--- config.mk ---
export PLATFORM = sky130hd
export DESIGN_NAME = branch_hazard_ctrl
export DESIGN_NICKNAME = d
export VERILOG_FILES = /design/src/rtl/core_pkg.sv /design/src/rtl/hazard_sb_entry.sv /design/src/rtl/branch_hazard_ctrl.sv
export SDC_FILE = /design/constraint.sdc
export NUM_CORES = 1
export LEC_CHECK = 0
export CORE_MARGIN = 1.5
export CORE_UTILIZATION = 30
export CTS_CLUSTER_DIAMETER = 30
export DETAILED_ROUTE_END_ITERATION = 6
export PLACE_DENSITY = 0.54
export REMOVE_ABC_BUFFERS = 1
export SYNTH_ARGS = -nofsm -noshare
export SYNTH_HDL_FRONTEND = slang
export SYNTH_SLANG_ARGS = --single-unit
--- constraint.sdc ---
create_clock -name clk -period 4.6 [get_ports clk]
set_clock_uncertainty 0.1 [all_clocks]
set_input_delay 0.46 -clock clk [delete_from_list [all_inputs] [get_ports clk]]
set_output_delay 0.46 -clock clk [all_outputs]
set_load 0.005 [all_outputs]
--- src/rtl/core_pkg.sv ---
// Shared encodings for the decode-stage hazard logic: branch/jump codes,
// forward-select codes and the scoreboard entry layout.
package core_pkg;

  localparam int REG_W = 5;
  localparam int CNT_W = 16;

  localparam logic [2:0] BR_BEQ     = 3'b000;
  localparam logic [2:0] BR_BNE     = 3'b001;
  localparam logic [2:0] BR_BNT     = 3'b010;
  localparam logic [2:0] BR_BNT_ALT = 3'b011;
  localparam logic [2:0] BR_BLT     = 3'b100;
  localparam logic [2:0] BR_BGE     = 3'b101;
  localparam logic [2:0] BR_BLTU    = 3'b110;
  localparam logic [2:0] BR_BGEU    = 3'b111;

  localparam logic JT_JAL  = 1'b1;
  localparam logic JT_JALR = 1'b0;

  typedef enum logic [1:0] {
    FWD_NONE = 2'b00,
    FWD_E    = 2'b01,
    FWD_M    = 2'b10
  } fwd_t;

  typedef struct packed {
    logic             valid;
    logic [REG_W-1:0] rd;
    logic             reg_write;
    logic             mem_read;
  } sb_entry_t;

  function automatic logic is_branch(input logic [2:0] br);
    logic res;
    res = 1'b0;
    unique case (br)
      BR_BEQ, BR_BNE, BR_BLT, BR_BGE, BR_BLTU, BR_BGEU: res = 1'b1;
      BR_BNT, BR_BNT_ALT:                               res = 1'b0;
      default:                                          res = 1'b0;
    endcase
    return res;
  endfunction

  // x0 is hardwired zero, so it can never be a real producer.
  function automatic logic produces(input sb_entry_t e, input logic [REG_W-1:0] r);
    return e.valid & e.reg_write & (e.rd == r) & (r != '0);
  endfunction

endpackage

--- src/rtl/hazard_sb_entry.sv ---
// One scoreboard slot: captures the upstream entry each unfrozen edge,
// optionally replacing it with a bubble.
module hazard_sb_entry
  import core_pkg::*;
(
  input  logic      clk,
  input  logic      rst_n,
  input  logic      hold,
  input  logic      bubble,
  input  sb_entry_t d,
  output sb_entry_t q
);

  logic             valid_q;
  logic [REG_W-1:0] rd_q;
  logic             reg_write_q;
  logic             mem_read_q;

  always_ff @(posedge clk) begin
    if (!rst_n) begin
      valid_q <= 1'b0;
    end else if (!hold) begin
      valid_q <= d.valid & ~bubble;
    end
  end

  // Payload carries no reset: it is meaningless while valid is low.
  always_ff @(posedge clk) begin
    if (!hold) begin
      rd_q        <= d.rd;
      reg_write_q <= d.reg_write;
      mem_read_q  <= d.mem_read;
    end
  end

  assign q = '{valid: valid_q, rd: rd_q, reg_write: reg_write_q, mem_read: mem_read_q};

endmodule

--- src/rtl/branch_hazard_ctrl.sv ---
// Decode-stage hazard unit: forwarding selects for branch/jump operands,
// load and JALR stalls, redirect flush, and stall/flush event counters.
module branch_hazard_ctrl
  import core_pkg::*;
(
  input  logic             clk,
  input  logic             rst_n,
  input  logic [REG_W-1:0] rs1_D,
  input  logic [REG_W-1:0] rs2_D,
  input  logic [REG_W-1:0] rd_D,
  input  logic             reg_write_D,
  input  logic             mem_read_D,
  input  logic [2:0]       branch_D,
  input  logic             jump_D,
  input  logic             jump_type_D,
  input  logic             PC_src_D,
  input  logic             hold,
  output logic [1:0]       forward_A_D,
  output logic [1:0]       forward_B_D,
  output logic             stall_F,
  output logic             stall_D,
  output logic             flush_D,
  output logic             flush_E,
  output logic [CNT_W-1:0] stall_cnt,
  output logic [CNT_W-1:0] flush_cnt
);

  sb_entry_t        dec_entry;
  sb_entry_t        sb_e;
  sb_entry_t        sb_m;
  logic             use_rs1;
  logic             use_rs2;
  logic             is_jalr;
  logic             e_rs1;
  logic             m_rs1;
  logic             e_rs2;
  logic             m_rs2;
  logic             load_hz;
  logic             jalr_hz;
  logic             hazard;
  logic             bubble;
  fwd_t             fwd_a;
  fwd_t             fwd_b;
  logic [CNT_W-1:0] stall_cnt_q;
  logic [CNT_W-1:0] flush_cnt_q;

  // E wins over M because it holds the younger value of the register.
  function automatic fwd_t pick_fwd(input logic used, input logic from_e, input logic e_load,
                                    input logic from_m, input logic m_load);
    fwd_t sel;
    sel = FWD_NONE;
    if (used && from_e && !e_load) begin
      sel = FWD_E;
    end else if (used && from_m && !m_load) begin
      sel = FWD_M;
    end
    return sel;
  endfunction

  function automatic logic [CNT_W-1:0] sat_inc(input logic [CNT_W-1:0] v);
    return (v == '1) ? v : v + CNT_W'(1);
  endfunction

  always_comb begin
    dec_entry = '{valid: 1'b1, rd: rd_D, reg_write: reg_write_D, mem_read: mem_read_D};

    use_rs1 = is_branch(branch_D) | (jump_D & (jump_type_D != JT_JAL));
    use_rs2 = is_branch(branch_D) & ~jump_D;
    is_jalr = jump_D & (jump_type_D == JT_JALR);

    e_rs1 = produces(sb_e, rs1_D);
    m_rs1 = produces(sb_m, rs1_D);
    e_rs2 = produces(sb_e, rs2_D);
    m_rs2 = produces(sb_m, rs2_D);

    load_hz = (use_rs1 & ((e_rs1 & sb_e.mem_read) | (m_rs1 & sb_m.mem_read))) |
              (use_rs2 & ((e_rs2 & sb_e.mem_read) | (m_rs2 & sb_m.mem_read)));
    // The JALR target adder sits before the forwarding muxes.
    jalr_hz = is_jalr & (e_rs1 | m_rs1);
    hazard  = rst_n & (load_hz | jalr_hz);

    fwd_a = pick_fwd(use_rs1, e_rs1, sb_e.mem_read, m_rs1, sb_m.mem_read);
    fwd_b = pick_fwd(use_rs2, e_rs2, sb_e.mem_read, m_rs2, sb_m.mem_read);
  end

  always_comb begin
    forward_A_D = (hazard || !rst_n) ? FWD_NONE : fwd_a;
    forward_B_D = (hazard || !rst_n) ? FWD_NONE : fwd_b;
    stall_F     = rst_n & (hold | hazard);
    stall_D     = rst_n & (hold | hazard);
    flush_E     = hazard & ~hold;
    flush_D     = PC_src_D & ~hazard & (~hold | ~rst_n);
    bubble      = hazard | flush_D;
  end

  // ---- scoreboard: decode -> E -> M ----
  hazard_sb_entry u_sb_e (
    .clk    (clk),
    .rst_n  (rst_n),
    .hold   (hold),
    .bubble (bubble),
    .d      (dec_entry),
    .q      (sb_e)
  );

  hazard_sb_entry u_sb_m (
    .clk    (clk),
    .rst_n  (rst_n),
    .hold   (hold),
    .bubble (1'b0),
    .d      (sb_e),
    .q      (sb_m)
  );

  // ---- event counters ----
  always_ff @(posedge clk) begin
    if (!rst_n) begin
      stall_cnt_q <= '0;
      flush_cnt_q <= '0;
    end else if (!hold) begin
      if (hazard) stall_cnt_q <= sat_inc(stall_cnt_q);
      if (flush_D) flush_cnt_q <= sat_inc(flush_cnt_q);
    end
  end

  assign stall_cnt = stall_cnt_q;
  assign flush_cnt = flush_cnt_q;

endmodule

### Yosys cells after proc, flatten, opt, wreduce, memory -nomap -nowiden

Memories as Yosys holds them, arrays and structs flattened.
Cells that the tools add are included.

| word-level totals | value |
|---|---|
| register bits after elaboration | 48 |
| memories | 2 |
| output and inout bits | 40 |
| word-level logic and storage cells | 83 |
| ROM bits | 16 |

Memory list:

| memory | words | width | rd ports | clocked after memory_dff | wr ports | line | text |
|---|---|---|---|---|---|---|---|
| (no name shown) | 8 | 1 | 1 | 0 | 0 | core_pkg.sv:36 | `unique case (br)` |
| (no name shown) | 8 | 1 | 1 | 0 | 0 | core_pkg.sv:36 |  |

| cells by class | value |
|---|---|
| equality and inequality tests | 6 |
| reduce and logical (&&, ||, !) cells | 16 |
| bitwise operators | 41 |
| add/subtract/negate cells | 2 |
| multiplexer cells | 6 |

Operator list:

| cell | count |
|---|---|
| $add A16 B1 Y16 const B | 2 |
| $eq A16 B16 Y1 const B | 2 |
| $and A1 B1 Y1 | 24 |
| $eq A5 B5 Y1 | 4 |
| $mux W2 | 6 |
| $reduce_bool A5 Y1 | 2 |
| $or A1 B1 Y1 | 9 |
| $logic_and A1 B1 Y1 | 8 |
| $not A1 Y1 | 8 |
| $reduce_and A3 Y1 | 2 |
| $logic_not A1 Y1 | 3 |
| $logic_or A1 B1 Y1 | 1 |

### Logic depth before layout (Yosys ltp)

Gate-level depths: netlist (run 1).

| logic depth | value |
|---|---|
| depth in word-level cells | 14 |
| gate-level depth with buffers | 9 |
| gate-level depth less buffers | 8 |

### Modules after synthesis

From an unflattened synthesis (run 1), not the netlist that was laid out.

| unflattened totals | value |
|---|---|
| cell total of the unflattened synthesis | 297 |
| area, all modules | 2665.1 um^2 |

By module, submodules not included:

| module | seq. area each (um^2) | cells an instance | area an instance (um^2) | times used |
|---|---|---|---|---|
| branch_hazard_ctrl | 640.6 | 269 | 2114.5 | 1 |
| hazard_sb_entry | 230.2 | 14 | 275.3 | 2 |

### Least setup slack after synthesis (run 1)

OpenSTA, ideal clock, no wires.

| timing | value |
|---|---|
| path type | input to output |
| start point | input port rs2_D[0] |
| end point | output port forward_A_D[1] |
| stages | 8 |
| arrival time | 2.242 ns |
| required time | 4.040 ns |
| slack | 1.798 ns |
| cells stage by stage | or3_1 > o311a_1 > nor4b_4 > o21ai_4 > nand2_2 > buf_6 > or3_1 > nor4_1 |

| on the way | value |
|---|---|
| longest elaborated chain between the ends | 11 |
| elaborated cells between the ends (all ways) | 16 |

Ends and longest elaborated chain:

| item | line | text |
|---|---|---|
| from (decl) | branch_hazard_ctrl.sv:9 | `input logic [REG_W-1:0] rs2_D,` |
| $eq A5 B5 Y1 | core_pkg.sv:46 | `return e.valid & e.reg_write & (e.rd == r) & (r != '0);` |
| $and A1 B1 Y1 (2 in a row) | core_pkg.sv:46 |  |
| $and A1 B1 Y1 | branch_hazard_ctrl.sv:77 | `(use_rs2 & ((e_rs2 & sb_e.mem_read) \| (m_rs2 & sb_m.mem_read)));` |
| $or A1 B1 Y1 (*) | branch_hazard_ctrl.sv:77 |  |
| $and A1 B1 Y1 (*) | branch_hazard_ctrl.sv:77 |  |
| $or A1 B1 Y1 (*) | branch_hazard_ctrl.sv:76 | `load_hz = (use_rs1 & ((e_rs1 & sb_e.mem_read) \| (m_rs1 & sb_m.mem_read))) \|` |
| $or A1 B1 Y1 (*) | branch_hazard_ctrl.sv:80 | `hazard = rst_n & (load_hz \| jalr_hz);` |
| $and A1 B1 Y1 (*) | branch_hazard_ctrl.sv:80 |  |
| $logic_or A1 B1 Y1 (*) | branch_hazard_ctrl.sv:87 | `forward_A_D = (hazard \|\| !rst_n) ? FWD_NONE : fwd_a;` |
| $mux W2 (*) | branch_hazard_ctrl.sv:87 |  |
| to (decl) | branch_hazard_ctrl.sv:18 | `output logic [1:0] forward_A_D,` |

Mark *: on every way between the ends. The rest lies on a longest branch, timed or not.

### Worst setup path in the final report (run 1)

| timing | value |
|---|---|
| start point | input port rs2_D[0] |
| end point | output port forward_B_D[1] |

| on the way | value |
|---|---|
| longest elaborated chain between the ends | 11 |
| elaborated cells between the ends (all ways) | 22 |

Ends and longest elaborated chain:

| item | line | text |
|---|---|---|
| $eq A5 B5 Y1 | core_pkg.sv:46 |  |
| $and A1 B1 Y1 (2 in a row) | core_pkg.sv:46 |  |
| $and A1 B1 Y1 | branch_hazard_ctrl.sv:77 |  |
| $or A1 B1 Y1 | branch_hazard_ctrl.sv:77 |  |
| $and A1 B1 Y1 | branch_hazard_ctrl.sv:77 |  |
| $or A1 B1 Y1 | branch_hazard_ctrl.sv:76 |  |
| $or A1 B1 Y1 | branch_hazard_ctrl.sv:80 |  |
| $and A1 B1 Y1 | branch_hazard_ctrl.sv:80 |  |
| $logic_or A1 B1 Y1 | branch_hazard_ctrl.sv:88 | `forward_B_D = (hazard \|\| !rst_n) ? FWD_NONE : fwd_b;` |
| $mux W2 (*) | branch_hazard_ctrl.sv:88 |  |
| to (decl) | branch_hazard_ctrl.sv:19 | `output logic [1:0] forward_B_D,` |

Marked as above.

==> metrics.md, run 1 <==
| Metric | Value |
|---|---|
| Gate Count Post-Synth | `~290` |
| Worst-Margin Slew | `0.785 ns` |
| Hold Buf Count CTS | `0` |
| Mapped cell area | `0.00259 mm²` |
| Metal3 WL | `about 360 µm` |
| Outcome | `finished, final reports clean` |
| Via count | `~2400` |
| Number of remaining DRC errors | `0` |
| Final instance area | `between 0.003 and 0.004 mm²` |
| Skew-Pair Late Insertion Delay | `approximately 0.3 ns` |
| Ranking of synthesized cells by area | `dfxtp_1 (26%), edfxtp_1 (16%), xnor2_1 (5.4%), nand3_1 (4.3%), nand2_1 (3.8%)` |
| Nets | `378` |
| Post-synth cell types | `46` |
| Mean Syn Cell Area | `approximately 9 µm²` |
| Core region area | `~0.0083 mm²` |
| Share of power burned in registers | `0.498` |
| Width of the die | `around 96 µm` |
| Util after Layout | `0.419` |
| Clock Root Buffer | `clkbuf_8` |
| DR iter-0 viols | `88` |
| Final min period | `about 3.8 ns` |
| Largest net degree at the start of global routing | `31` |
| Max layer used | `met4` |
| First-pass GRT wire length | `between 10000 and 15000 µm` |
| CP Class | `primary input to output port` |
| Max cap viols | `0` |
| Clock power frac | `0.410` |
| Initial Util | `0.312` |
| Routability cong. | `roughly 0.84` |
| # rows | `33` |
| CP max FO | `7` |
| Cell taking the most area after synthesis | `dfxtp_1` |
| Die area | `0.00919 mm²` |
| Drt pass-1 iters | `4` |
| Htree depth | `2` |
| Leak | `1.13 nW` |
| Most frequent cells in the layout | `clkdlybuf4s50_1 (64), dfxtp_1 (34), nand2_1 (26), nand3_1 (22), a21oi_1 (18)` |
| Post-DRT Antenna Nets | `0` |
| Int Pwr | `between 0.7 and 0.8 mW` |
| Worst min path class | `register to register` |
| Top Ports | `between 60 and 70` |
| Filler cells | `825` |
| Initial antenna violation count | `0` |
| RSZ-0062 raised after global routing | `false` |
| Required time worst endpoint | `about 4.0 ns` |
| Final Slew Violations | `0` |
| CP arrival | `between 3 and 4 ns` |
| Synth top area share | `0.263` |
| Worst-path clk slew | `around 0.10 ns` |
| Cell area power density | `about 260 mW/mm²` |
| Register area share after synthesis | `0.425` |
| Dpl hpwl | `4870 µm` |
| DP Area | `0.00334 mm²` |
| Clock buffer depth | `2` |
| CTS Sinks | `48` |
| Routed wire length | `between 6000 and 7000 µm` |
| GR Overflow Total | `0` |
| VDD IR max | `between 100 and 150 µV` |
| Startpoint Class | `primary input` |
| Fin crit share | `0.827` |
| Async SR Flop Fraction | `0` |
| Final setup violation count | `0` |
| Fmax | `between 200 and 300 MHz` |
| All-layer global routing usage | `0.155` |
| Port-buffer cells | `64` |
| Warnings from Yosys | `0` |
| # resized after CTS | `0` |
| EDFF count, synth | `14` |
| Ant diodes | `0` |
| Total net switching power | `about 0.21 mW` |
| Met1 Routed Length | `roughly 3200 µm` |
| CTS tree | `done` |
| Area of the multi-input gates | `0.00140 mm²` |
| Drt wl/cell | `14.6 µm` |
| Fraction of layout cells with a size suffix above 1 | `0.0627` |
| Hold Violations, Final | `0` |
| Area Overhead vs Synth | `34.3%` |
| DR vias/cell | `between 5 and 6` |
| Worst rel slew slack | `0.475` |
| CTS Buf Count | `5` |
| Post-CTS setup buffers | `0` |
| Fin Setup TNS | `0 ns` |
| #FFs+latches synth | `48` |
| Vias in the first global route | `roughly 2300` |
| Reg area | `between 0.001 and 0.0015 mm²` |
| Synth Flop Type | `dfxtp_1` |
| Sw Share | `0.229` |
| Wire length on met2 | `between 3000 and 4000 µm` |
| Combinational power share | `0.092` |
| Most common cell after layout, fill and taps aside | `clkdlybuf4s50_1` |
| Die H | `95.9 µm` |
| Endpoint type of the worst setup path | `output port` |
-- path summary, 6_finish.rpt --
path | end | cells after the start | slack, ns | start
max | forward_B_D[1] | 9 | 0.80 | rs2_D[0]
min | u_sb_m.reg_write_q$_DFFE_PN_ | 0 | 0.39 | u_sb_e.reg_write_q$_DFFE_PN_
max reg2reg | stall_cnt[10]$_SDFFE_PN0P_ | 8 | 1.86 | u_sb_m.rd_q[3]$_DFFE_PN_
min reg2reg | u_sb_m.reg_write_q$_DFFE_PN_ | 0 | 0.39 | u_sb_e.reg_write_q$_DFFE_PN_
-- layer usage --
metal,global-route usage,vias to the layer above
met2,0.260,53
met1,0.200,1113
li1,-,1188
met4,0.0343,0
met3,0.0371,4
met5,0,-
-- cell type report --
type,count,share of cell area
clock buffer,5,0.0198
clock inverter,3,0.0198
inverter,9,0.00972
multi-input combinational,217,0.401
sequential,48,0.317
tap,105,0.0378
timing repair buffer,69,0.195
-- critical path: stages --
cell and delay [ns]:
clkdlybuf4s50_1 0.47, or3_1 0.41, o311a_1 0.34, nor4b_4 0.16, o21ai_4 0.25, nand2_2 0.08
or3_1 0.33, nor3_1 0.20, clkdlybuf4s50_1 0.54
-- power groups by stage --
| stage | sequential (mW) | clock (mW) | combinational (mW) |
|---|---|---|---|
| floorplan | 0.466 | 0 | 0.0392 |
| global placement | 0.468 | 0 | 0.0839 |
| detailed placement | 0.468 | 0 | 0.0852 |
| CTS | 0.459 | 0.385 | 0.0856 |
| global route | 0.460 | 0.401 | 0.0930 |
| finish | 0.459 | 0.377 | 0.0848 |
-- through the flow --
| step | setup slack, ns | hold WS (ns) | std cells | total power [mW] |
|---|---|---|---|---|
| 5_1_grt | 0.666 | 0.425 | 456 | 0.954 |
| 3_3_place_gp | 0.789 | 0.362 | 448 | 0.552 |
| 3_5_place_dp | 0.789 | 0.369 | 448 | 0.554 |
| 4_1_cts | 0.779 | 0.392 | 456 | 0.930 |
| 6_report | 0.798 | 0.392 | 456 | 0.921 |
| 2_1_floorplan | 1.70 | 0.351 | 274 | 0.505 |
-- cell usage after synthesis, types with 2 or more instances --
cell type,instances
dfxtp_1,34
nand2_1,26
nand3_1,22
a21oi_1,18
nor2_1,16
xnor2_1,16
edfxtp_1,14
o31ai_1,12
or4_1,11
nand4_1,10
xor2_1,9
mux2i_1,8
nor4_1,8
clkbuf_1,7
inv_1,7
nand2b_1,7
and3_1,6
nor3_1,6
o21ai_0,6
or3_1,5
a211oi_1,4
a31o_2,2
and2_1,2
buf_2,2
clkinv_1,2
ha_1,2
nor2b_1,2
o211ai_1,2
o21a_1,2
o31a_1,2
-- state kept, by name, indices dropped and copies added, names as in the netlist --
register            count
flush_cnt              16
stall_cnt              16
u_sb_e.mem_read_q       1
u_sb_e.rd_q             5
u_sb_e.reg_write_q      1
u_sb_e.valid_q          1
u_sb_m.mem_read_q       1
u_sb_m.rd_q             5
u_sb_m.reg_write_q      1
u_sb_m.valid_q          1
-- logic make-up after synthesis --
kind of cell	Yosys count	synth area share
xor gates and xnor gates	25	0.0846
DFF	48	0.425
buffers and inverters	21	0.0358
adders and majority gates	2	0.00966
and+or+nand+nor	126	0.265
muxes	8	0.0309
AOI/OAI and AO/OA	56	0.149
Power figures use the tool's default switching activity.
==> run 2: changes to the inputs <==
PLACE_DENSITY = 0.56   (was 0.54)
clock period = 3.1 ns   (was 4.6 ns; I/O delays follow)
==> run 2 against run 1 <==
Global-route usage about the same. Routed wire length grew 3.6%. Combinational power up 67%. Power up 31%. Utilization increased by 2.7 points.
==> metrics.md, run 2 (synthesized netlist as in run 1, its figures left out) <==
| Metric | Value |
|---|---|
| Sw Share | `0.257` |
| Top Ports | `66` |
| Die H | `between 90 and 100 µm` |
| Largest net degree at the start of global routing | `31` |
| Hold_ws | `0.388 ns` |
| Initial antenna violation count | `0` |
| # rows | `33` |
| Max cap viols | `0` |
| Hold Buf Count CTS | `0` |
| Leak | `about 1.3 nW` |
| CTS Buf Count | `5` |
| Combinational power share | `0.118` |
| Final min period | `between 2 and 3 ns` |
| Required time worst endpoint | `approximately 2.7 ns` |
| Initial Util | `0.312` |
| FF-to-FF setup slack | `0.34 ns` |
| Critical path launch point | `rs1_D[1]` |
| First-pass GRT wire length | `between 10000 and 15000 µm` |
| CTS tree | `done` |
| Clock buffer depth | `2` |
| Startpoint Class | `primary input` |
| RSZ-0062 raised after global routing | `false` |
| Total net switching power | `around 0.31 mW` |
| CTS Sinks | `48` |
| Post-DRT Antenna Nets | `0` |
| Fmax | `roughly 340 MHz` |
| Routability cong. | `between 0.8 and 0.9` |
| Filler cells | `between 800 and 900` |
| Area Overhead vs Synth | `42.9%` |
| Most frequent cells in the layout | `clkdlybuf4s50_1 (49), dfxtp_1 (34), buf_4 (34), nand2_1 (26), nand3_1 (22)` |
| Final setup violation count | `0` |
| Total power | `approximately 1.2 mW` |
| Die area | `just over 0.009 mm²` |
| GR Overflow Total | `0` |
| Worst setup endpoint | `forward_A_D[1]` |
| Port-buffer cells | `64` |
| Fin crit share | `0.962` |
| Int Pwr | `roughly 0.90 mW` |
| Cell area power density | `327 mW/mm²` |
| VDD IR max | `approximately 180 µV` |
| DR vias/cell | `between 5 and 6` |
| RR Endpoint | `stall_cnt[10]$_SDFFE_PN0P_` |
| Core region area | `~0.0083 mm²` |
| Outcome | `finished, final reports clean` |
| Final Non-Filler Cells | `around 490` |
| Vias in the first global route | `between 2000 and 2500` |
| Critical R2R Launch | `u_sb_m.rd_q[2]$_DFFE_PN_` |
| Clock Root Buffer | `clkbuf_8` |
| CP arrival | `roughly 2.6 ns` |
| Drt wl/cell | `between 10 and 15 µm` |
| Htree depth | `2` |
| Nets | `between 400 and 500` |
| Worst-Margin Slew | `~0.57 ns` |
| Endpoint type of the worst setup path | `output port` |
| DR iter-0 viols | `between 90 and 100` |
| Skew-Pair Late Insertion Delay | `roughly 0.31 ns` |
| CP max FO | `3` |
| Fraction of layout cells with a size suffix above 1 | `0.160` |
| All-layer global routing usage | `0.155` |
| CP Class | `primary input to output port` |
| Worst-path clk slew | `0.09 ns` |
| Routed wire length | `a little under 7000 µm` |
| Worst min path class | `register to register` |
| Share of power burned in registers | `0.563` |
| Dpl hpwl | `4940 µm` |
| Final Slew Violations | `0` |
| Drt pass-1 iters | `5` |
| Worst-case reg-to-reg path depth | `10` |
| Width of the die | `approximately 96 µm` |
| Number of remaining DRC errors | `0` |
| Hold Violations, Final | `0` |
| Worst rel slew slack | `0.611` |
| Via count | `2508` |
| DP Cell Count | `around 470` |
| Ant diodes | `0` |
| Most common cell after layout, fill and taps aside | `clkdlybuf4s50_1` |
| Clock power frac | `0.319` |
-- run 2: changes by cell type in the layout (fill, tap and decap cells not counted), sizes merged --
cell / change
dlygate4sd2: +5
clkinv: +2
clkdlybuf4s15: +1
dlymetal6s2s: +7
buf: +31
clkdlybuf4s50: -15
bufinv: -2
clkbuf: +1
-- run 2: final cells by class --
cell class	instances	area [µm²]	area share
Multi-Input combinational cell	217	1440	0.389
Clock inverter	3	17.5	0.00473
Clock buffer	5	68.8	0.0186
Sequential cell	48	1100	0.298
Timing Repair Buffer	99	908	0.246
Inverter	9	33.8	0.00913
Tap cell	105	131	0.0355
-- run 2: metal layers --
layer / vias to the layer above / GRT usage / wire, µm
met4: 0 / 0.0515 / 104
li1: 1256 / - / -
met3: 11 / 0.0371 / 448
met2: 89 / 0.244 / 3080
met1: 1152 / 0.208 / 3270
met5: - / 0 / 0
-- run 2: worst max-delay path: stages --
cell and delay (ns):
clkdlybuf4s50_1 0.43, or4_4 0.46, o21ai_2 0.15, or3_4 0.13, o211a_4 0.17, buf_6 0.10, nand2_2 0.04, or3_4 0.37
nor4_2 0.25, buf_2 0.15
-- run 2: how the worst min path moves through the flow --
stage / start / slack, ns / endpoint / cells past startpoint
global placement: u_sb_e.reg_write_q$_DFFE_PN_ / 0.36 / u_sb_m.reg_write_q$_DFFE_PN_ / 0
CTS: stall_cnt[14]$_SDFFE_PN0P_ / 0.39 / stall_cnt[14]$_SDFFE_PN0P_ / 2
floorplan: mem_read_D / 0.31 / u_sb_e.mem_read_q$_DFFE_PN_ / 0
finish: stall_cnt[14]$_SDFFE_PN0P_ / 0.39 / stall_cnt[14]$_SDFFE_PN0P_ / 2
global route: u_sb_e.reg_write_q$_DFFE_PN_ / 0.42 / u_sb_m.reg_write_q$_DFFE_PN_ / 0
detailed placement: stall_cnt[14]$_SDFFE_PN0P_ / 0.38 / stall_cnt[14]$_SDFFE_PN0P_ / 2
-- run 2: what timing repair did --
action                                  CTS  global route
pin swaps                                 7            13
buffers inserted                          7             2
resized for setup                        13            20
endpoints found under the setup margin    8             3
-- run 2: power groups by stage --
stage	clock (mW)	sequential (mW)	combinational, mW
final	0.386	0.680	0.142
after floorplan	0	0.691	0.0582
after global routing	0.418	0.683	0.155
after CTS	0.401	0.680	0.140
after global placement	0	0.695	0.138
after detailed placement	0	0.695	0.140
-- run 2: stage by stage --
| stage | instance area [µm²] | util | TNS [ns] | worst slack [ns] |
|---|---|---|---|---|
| 6_report | 3700 | 0.446 | 0 | 0.118 |
| 5_1_grt | 3700 | 0.446 | 0 | 0.00993 |
| 4_1_cts | 3630 | 0.438 | 0 | 0.00346 |
| 3_5_place_dp | 3500 | 0.421 | -1.03 | -0.222 |
| 3_3_place_gp | 3500 | 0.421 | -0.934 | -0.225 |
| 2_1_floorplan | 2530 | - | 0 | 0.498 |
